**config.mk**
```make
export PLATFORM = sky130hd
export DESIGN_NAME = fifo_write_arbiter
export DESIGN_NICKNAME = d
export VERILOG_FILES = /design/src/rtl/fifo_arb_pkg.sv /design/src/rtl/fifo_write_arbiter_rr_pick.sv /design/src/rtl/fifo_write_arbiter.sv
export SDC_FILE = /design/constraint.sdc
export NUM_CORES = 1
export LEC_CHECK = 0
export BUFFER_PORTS_ARGS = -buffer_cell sky130_fd_sc_hd__buf_4
export CORE_ASPECT_RATIO = 1.5
export CORE_MARGIN = 2
export CORE_UTILIZATION = 38
export DETAILED_ROUTE_END_ITERATION = 10
export PLACE_DENSITY = 0.74
export SETUP_SLACK_MARGIN = 0.05
export SYNTH_ARGS = -nofsm -noshare
export SYNTH_HDL_FRONTEND = slang
export SYNTH_SLANG_ARGS = --single-unit
```
**constraint.sdc**
```tcl
create_clock -name clk -period 2.2 [get_ports clk]
set_input_delay 0.22 -clock clk [delete_from_list [all_inputs] [get_ports clk]]
set_output_delay 0.22 -clock clk [all_outputs]
set_load 0.005 [all_outputs]
```
**src/rtl/fifo_arb_pkg.sv**
```systemverilog
// ---------------------------------------------------------------------------
// fifo_arb_pkg
//   Shared definitions for the FIFO write-port arbiter.
//   - arb_state_e : output-stage state (IDLE = empty, OFFER = word held)
//   - CNT_W       : width of each per-requester accepted-word counter
//   - MAX_NUM_REQ : largest supported number of requesters
// ---------------------------------------------------------------------------
package fifo_arb_pkg;

    typedef enum logic {
        IDLE  = 1'b0,
        OFFER = 1'b1
    } arb_state_e;

    localparam int CNT_W       = 16;
    localparam int MAX_NUM_REQ = 16;

endpackage

```
**src/rtl/fifo_write_arbiter_rr_pick.sv**
```systemverilog
// ---------------------------------------------------------------------------
// rr_pick
//   Purely combinational round-robin search. Scans req upward starting at
//   index start, wrapping from N-1 back to 0; the first set bit wins.
//   Ports:
//     req    in  N  request vector
//     start  in  W  index with highest priority this cycle
//     winner out W  index of the winning request (0 when none)
//     found  out 1  at least one request bit is set
// ---------------------------------------------------------------------------
module rr_pick #(
    parameter  int N = 4,
    localparam int W = $clog2(N)
) (
    input  logic [N-1:0] req,
    input  logic [W-1:0] start,
    output logic [W-1:0] winner,
    output logic         found
);

    always_comb begin
        int idx;
        idx    = 0;
        winner = '0;
        found  = 1'b0;
        for (int k = 0; k < N; k++) begin
            // start + k never exceeds 2N-2, so one subtraction wraps it.
            idx = int'(start) + k;
            if (idx >= N) begin
                idx = idx - N;
            end
            if (!found && req[W'(idx)]) begin
                found  = 1'b1;
                winner = W'(idx);
            end
        end
    end

endmodule

```
**src/rtl/fifo_write_arbiter.sv**
```systemverilog
// ---------------------------------------------------------------------------
// fifo_write_arbiter
//   Round-robin arbiter sharing one FIFO write port between NUM_REQ
//   producers. One requester is granted per cycle; its word is registered
//   into a single output stage that is offered to the FIFO until accepted.
//
//   Handshakes (both sides): a word moves on the rising edge where valid and
//   ready are both high. valid/data must be held stable until that edge;
//   ready may depend combinationally on the other side's ready.
//
//   Ports:
//     clk         in   1                   write-side clock
//     rst         in   1                   synchronous active-high reset
//     reqValid    in   NUM_REQ             per-requester word available
//     reqData     in   NUM_REQ*FIFO_WIDTH  requester i at [i*FIFO_WIDTH +: FIFO_WIDTH]
//     reqReady    out  NUM_REQ             one-hot accept strobe (combinational)
//     writeValid  out  1                   output stage holds a word
//     writeData   out  FIFO_WIDTH          word offered to the FIFO
//     writeReady  in   1                   FIFO accepts the offered word
//     grantId     out  ID_W                requester owning the held word
//     state_dbg   out  1                   current output-stage state
//     grantCount  out  NUM_REQ*16          per-requester accepted-word counters
//                                          (present only with FIFO_ARB_STATS_EN)
//
//   Build option: define FIFO_ARB_STATS_EN to add the grantCount counters.
// ---------------------------------------------------------------------------
module fifo_write_arbiter
    import fifo_arb_pkg::*;
#(
    parameter  int NUM_REQ    = 4,
    parameter  int FIFO_WIDTH = 8,
    localparam int ID_W       = $clog2(NUM_REQ)
) (
    input  logic                          clk,
    input  logic                          rst,
    input  logic [NUM_REQ-1:0]            reqValid,
    input  logic [NUM_REQ*FIFO_WIDTH-1:0] reqData,
    output logic [NUM_REQ-1:0]            reqReady,
    output logic                          writeValid,
    output logic [FIFO_WIDTH-1:0]         writeData,
    input  logic                          writeReady,
    output logic [ID_W-1:0]               grantId,
    output logic                          state_dbg
`ifdef FIFO_ARB_STATS_EN
    ,
    output logic [NUM_REQ*CNT_W-1:0]      grantCount
`endif
);

    localparam logic [0:0] ST_IDLE  = IDLE;
    localparam logic [0:0] ST_OFFER = OFFER;

    logic [0:0]            state;
    logic [ID_W-1:0]       ptr;
    logic [ID_W-1:0]       win;
    logic                  found;
    logic                  load;
    logic [FIFO_WIDTH-1:0] win_data;

    rr_pick #(
        .N(NUM_REQ)
    ) u_rr_pick (
        .req    (reqValid),
        .start  (ptr),
        .winner (win),
        .found  (found)
    );

    assign writeValid = (state == ST_OFFER);
    assign state_dbg  = state;

    // The stage can take a new word when empty, or when the held word
    // leaves on this same edge (back-to-back, no bubble).
    assign load = (state == ST_IDLE) || (writeValid && writeReady);

    always_comb begin
        win_data = '0;
        for (int i = 0; i < NUM_REQ; i++) begin
            if (win == ID_W'(i)) begin
                win_data = reqData[i*FIFO_WIDTH +: FIFO_WIDTH];
            end
        end
    end

    // Grant strobe is suppressed while rst is high so no word is consumed
    // by an edge that also wipes the output stage.
    always_comb begin
        reqReady = '0;
        if (load && found && !rst) begin
            reqReady[win] = 1'b1;
        end
    end

    always_ff @(posedge clk) begin
        if (rst) begin
            state     <= ST_IDLE;
            writeData <= '0;
            grantId   <= '0;
            ptr       <= '0;
        end else if (load) begin
            if (found) begin
                state     <= ST_OFFER;
                writeData <= win_data;
                grantId   <= win;
                ptr       <= (win == ID_W'(NUM_REQ - 1)) ? '0 : win + 1'b1;
            end else begin
                state <= ST_IDLE;
            end
        end
    end

`ifdef FIFO_ARB_STATS_EN
    // Counters wrap naturally at 2^CNT_W.
    always_ff @(posedge clk) begin
        if (rst) begin
            grantCount <= '0;
        end else begin
            for (int i = 0; i < NUM_REQ; i++) begin
                if (reqValid[i] && reqReady[i]) begin
                    grantCount[i*CNT_W +: CNT_W] <= grantCount[i*CNT_W +: CNT_W] + 1'b1;
                end
            end
        end
    end
`endif

endmodule

```
-- Word level (Yosys, flattened, before mapping)
Cells that the tools add are included.
- logic and storage cells: 73
- bits in registers: 13
- output and inout port bits: 16
- reductions and logical operators: 14
- add/subtract/negate cells: 8
- multiplexer cells: 33
- bitwise gates (word level): 1
- $lt $le $gt $ge: 10
- equality and inequality tests: 3
- operators with widths (cell ; count):
    2-to-1 mux 8 bit ; 4
    2-to-1 mux 2 bit ; 9
    less-than comparator 2 x 4 -> 1 bit (second input constant) ; 4
    2-to-1 mux 1 bit ; 14
    greater-or-equal comparator 3 bit (second input constant) ; 3
    binary-select mux 1 bit (select 2 bit) ; 4
    subtractor 2 x 1 -> 2 bit (second input constant) ; 4
    logical AND 1 bit ; 7
    adder 2 x 2 -> 3 bit (second input constant) ; 2
    equality test 2 bit (second input constant) ; 2
    logical NOT 1 bit ; 4
    2-to-1 mux 4 bit ; 1
    adder 2 x 1 -> 3 bit (second input constant) ; 1
    greater-or-equal comparator 2 x 3 -> 1 bit (second input constant) ; 1
    less-than comparator 2 x 3 -> 1 bit (second input constant) ; 1
    adder 2 x 1 -> 2 bit (second input constant) ; 1
    demux 1 bit (select 2 bit) ; 1
    equality test 2 x 1 -> 1 bit (second input constant) ; 1
    greater-or-equal comparator 2 x 1 -> 1 bit (second input constant) ; 1
    logical NOT 2 bit ; 1
    AND reduction 2 bit ; 1
    logical OR 1 bit ; 1
    inverter 1 bit ; 1

-- Longest topological paths before layout
- depth in word-level cells: 20
- depth in mapped cells: 11

-- Hierarchy
From an unflattened synthesis, not the netlist that was laid out.
- cells, all modules: 123
- area, all modules: 937.1 um^2
- by module, submodules not included (module ; cells each ; area an instance (um^2) ; times used):
    fifo_write_arbiter ; 108 ; 859.6 ; 1
    rr_pick ; 15 ; 77.6 ; 1

-- Worst setup path before layout
OpenSTA, ideal clock, no wires.
- kind: reg2out
- start point: register ptr[1]
- end point: output reqReady[3]
- path buffers: 2
- data required time: 1.980 ns
- stages on the path, launching flop included: 10
- setup slack: -0.052 ns
- arrival time: 2.032 ns
- cells stage by stage: dfxtp_1 mux2i_1 nor2_1 or3_2 inv_1 ha_1 clkbuf_1 buf_2 inv_1 nor3_1
- longest elaborated chain between the ends: 20
- elaborated cells between the ends (all ways): 49
- classes of those cells: add/sub (7); order compare (6); mux (27); reduce/logical (9)
- RTL lines (element ; line ; source):
    start: declaration ; fifo_write_arbiter.sv:54 ; logic [ID_W-1:0] ptr;
    start signal: assignment ; fifo_write_arbiter.sv:105 ; ptr <= (win == ID_W'(NUM_REQ - 1)) ? '0 : win + 1'b1;
    branches (longest 14 deep; another with adder 2 x 1 -> 3 bit) ; -- ;
    2-to-1 mux 2 bit * ; fifo_write_arbiter_rr_pick.sv:32 ; if (!found && req[W'(idx)]) begin
    named net u_rr_pick.winner[0] ; fifo_write_arbiter_rr_pick.sv:17 ; output logic [W-1:0] winner,
    less-than comparator 2 x 3 -> 1 bit (implied by the code) / greater-or-equal comparator 2 x 1 -> 1 bit (equally long branches) ; fifo_write_arbiter.sv:90 ; reqReady[win] = 1'b1;
    logical AND 1 bit (implied by the code) ; fifo_write_arbiter.sv:90 ;
    2-to-1 mux 1 bit (implied by the code) ; fifo_write_arbiter.sv:90 ;
    demux 1 bit (select 2 bit) * ; fifo_write_arbiter.sv:90 ;
    2-to-1 mux 4 bit * ; fifo_write_arbiter.sv:89 ; if (load && found && !rst) begin
    end: declaration ; fifo_write_arbiter.sv:38 ; output logic [NUM_REQ-1:0] reqReady,
Mark *: on every way through the listed nets, which the timed path passes. The select of a mux whose other input is x is not followed.

-- Worst setup path after layout
- start point: register ptr[1]
- end point: output reqReady[2]
- longest elaborated chain between the ends: 20
- elaborated cells between the ends (all ways): 49
- classes of those cells: add/sub (7); order compare (6); mux (27); reduce/logical (9)
- RTL lines (element ; line):
    branches (longest 19 deep; another with adder 2 x 1 -> 3 bit) ; --
    2-to-1 mux 4 bit * ; fifo_write_arbiter.sv:89
Every way passes the cells marked *. The select of a mux whose other input is x is not followed.

==> impl_metrics.toml <==
[run_status]
status = "completed"

[global_routing]
first_global_vias = 1011
grt_pass1_wl_um = 4200
grt_start_max_net_pins = 18
grt-ovfl-total = 0
grtUsageTotal_pct = 19.1
grt_antenna_before_repair = 0

[min_path]
whs_path_depth = 3
hold_class = "input port to flip-flop"

[synth]
netlist_area_um2 = 917
synth_fp_nets = 162
synth-seq-cells = 13
syn_area_per_cell_um2 = 7.71
seq_area_frac_synth_pct = 28.4
synth.distinct_cells = 28
yosys_warnings = 0
synthCells = 119

[sta]
worst-slew-pin-transition_ns = 0.459
final.setup.tns_ns = 0
finalSetupViolations = 0
hold_viol = 0
period_minus_slack_ns = 2.15
rsz0062_at_grt = "true"
fin_crit_sh_pct = 97.6
skew_ns = 0.00759
fmax_mhz = 466
finalMaxSlewViolations = 0
relSlewSlack_pct = 69.4

[worst_setup_path]
critPathTopFamily = "simple AND/OR/NAND/NOR gates"
critPathKind = "flip-flop to primary output"
cp.required_ns = 1.98
r2r_end = "writeData[1]"
crit_path_end = "reqReady[2]"
startpoint_type = "flip-flop"
cp_cell_sequence = "mux2i_1, nor2_1, or3_4, ha_2, and2_1, buf_4"
endpoint_kind = "primary output"
rrSetupSlack_ns = 0.13
crit_slowest_cell = "or3_4"
crit_fanout = 17
worstPathArrival_ns = 1.93
ff2ff_path_depth = 10
slowest_delay_ns = 0.39
startpoint = "ptr[1]"
worst-path-buf-inv = 1
reg2reg_from = "ptr[1]"
cp.depth = 6

[clocking]
root_buffer = "clkbuf_4"
numClockSinks = 13
clockBufferDepth = 2
clk-insertion-delay-late_ns = 0.28
path_clk_slew_ns = 0.09
cts_tree = "done"
h-tree-depth = 1
cts_buffers = 3

[die]
die_w_um = 44.1
coreArea_um2 = 2260
ioPinCount = 55
die_height_um = 64.2
fp.dieArea_um2 = 2830
initial_core_util_pct = 40.6
rows = 21

[routing]
drtAntennaViolNets = 0
drtPass1Iterations = 4
drcViolationCount = 0
drt_wl_total_um = 2800
viasPerCell = 5.46
drtIter0Drc = 10
wl_per_cell_um = 14.3
via_count = 1071

[layout]
n_antenna_cell = 0
layout_commonest_cell = "buf_4"
drive_gt1_share_pct = 49.7
areaGrowthSynthToFinish_pct = 58.3
layout.nets = 217
instances_no_fill = 196
final_cell_mix = "buf_4 (58), a21oi_1 (14), inv_1 (12), dfxtp_1 (12), nor2_1 (11)"

[pwr]
power.total_uw = 879
leakagePower_nw = 0.665
ir_worst_vdd_mv = 0.423
power_density_nw_per_um2 = 606

[placed_design]
routabilityCongestion = 0.750
placedCellCount = 191
port_buffers = 54
place_hpwl_um = 2100

[job]
maxCapViolations = 0
## synthesized netlist by cell type
library cell / instances / area share [%]
nand2_1: 6 / 2.5
a211oi_1: 8 / 6.5
nor2_1: 11 / 4.5
nand3b_1: 9 / 7.4
a221oi_1: 8 / 7.6
o22ai_1: 1 / 0.68
o311ai_0: 1 / 0.96
and2_1: 3 / 2.0
clkbuf_1: 2 / 0.82
inv_1: 13 / 5.3
nor3_2: 3 / 3.3
or2b_1: 1 / 0.82
buf_1: 1 / 0.41
a21oi_2: 1 / 0.96
a21o_2: 1 / 0.96
or3_2: 1 / 0.82
buf_6: 1 / 1.2
buf_4: 1 / 0.82
o31ai_1: 1 / 0.82
or4_1: 1 / 0.82
ha_1: 4 / 5.5
a21oi_1: 15 / 8.2
nor3_1: 6 / 3.3
nor4_2: 1 / 1.4
dfxtp_1: 13 / 28
buf_2: 4 / 2.2
mux2i_1: 1 / 1.1
o21a_1: 1 / 0.82
## area by class of cell
cell class / count / area [µm²]
Clock buffer: 4 / 26.3
Sequential cell: 13 / 264
Tap cell: 23 / 28.8
Fill cell: 208 / 808
Inverter: 13 / 48.8
Multi-Input combinational cell: 84 / 637
Timing Repair Buffer: 59 / 447
## per-stage QoR
stage | worst slack (ns) | hold slack (ns) | util (%) | instance area, µm²
2_1_floorplan | 0.120 | 0.299 | - | 926
3_3_place_gp | 0.0788 | 0.454 | 59.1 | 1340
3_5_place_dp | -0.0362 | 0.466 | 59.1 | 1340
4_1_cts | 0.0500 | 0.243 | 61.4 | 1390
5_1_grt | -0.0504 | 0.261 | 64.2 | 1450
6_report | 0.0526 | 0.240 | 64.2 | 1450
## worst reg2reg max path, delay by kind of cell (launching register included)
family          cells  cell delay, ns
flops               1            0.38
mux                 1            0.18
fa+ha+maj           1            0.18
simple gates        3            0.64
buf+inv             2            0.20
compound gates      3            0.41
## logic make-up (layout without fill, tap and decap cells)
| family | after synthesis | after routing | share of synthesized area (%) |
|---|---|---|---|
| simple gates | 42 | 42 | 26.7 |
| compound gates | 37 | 37 | 27.6 |
| buf+inv | 22 | 76 | 10.8 |
| flops | 13 | 13 | 28.4 |
| fa+ha+maj | 4 | 4 | 5.46 |
| mux | 1 | 1 | 1.09 |
## sequential cells by signal (all words and copies together), names as in the netlist
name,count
writeData,8
grantId,2
state_dbg,1
ptr,2
## per-layer routing
layer,vias up,GRT usage (%),wire length [µm]
li1,540,-,-
met5,-,0,0
met2,53,32.7,1480
met3,4,2.26,241
met1,474,21.8,1040
met4,0,10.6,46
## power by group
| part | leakage (nW) | internal (mW) | switching, mW |
|---|---|---|---|
| sequential | 0.109 | 0.272 | 0.0221 |
| clock | 0.0150 | 0.0702 | 0.0790 |
| combinational | 0.541 | 0.231 | 0.205 |
| total | 0.665 | 0.573 | 0.306 |
## how the worst min path moves through the flow
| stage | start | endpoint |
|---|---|---|
| floorplan | rst | writeData[0] |
| global placement | grantId[0] | grantId[0] |
| detailed placement | grantId[0] | grantId[0] |
| CTS | rst | ptr[1] |
| global route | rst | grantId[0] |
| finish | reqData[27] | writeData[3] |
## what timing repair did
item	4_1_cts	5_1_grt
pin swaps	0	12
gates resized for setup	5	13
endpoints found under the hold margin	0	0
buffers inserted	1	0
endpoints found under the setup margin	11	12
hold buffers	0	0
Power figures use the tool's default switching activity.
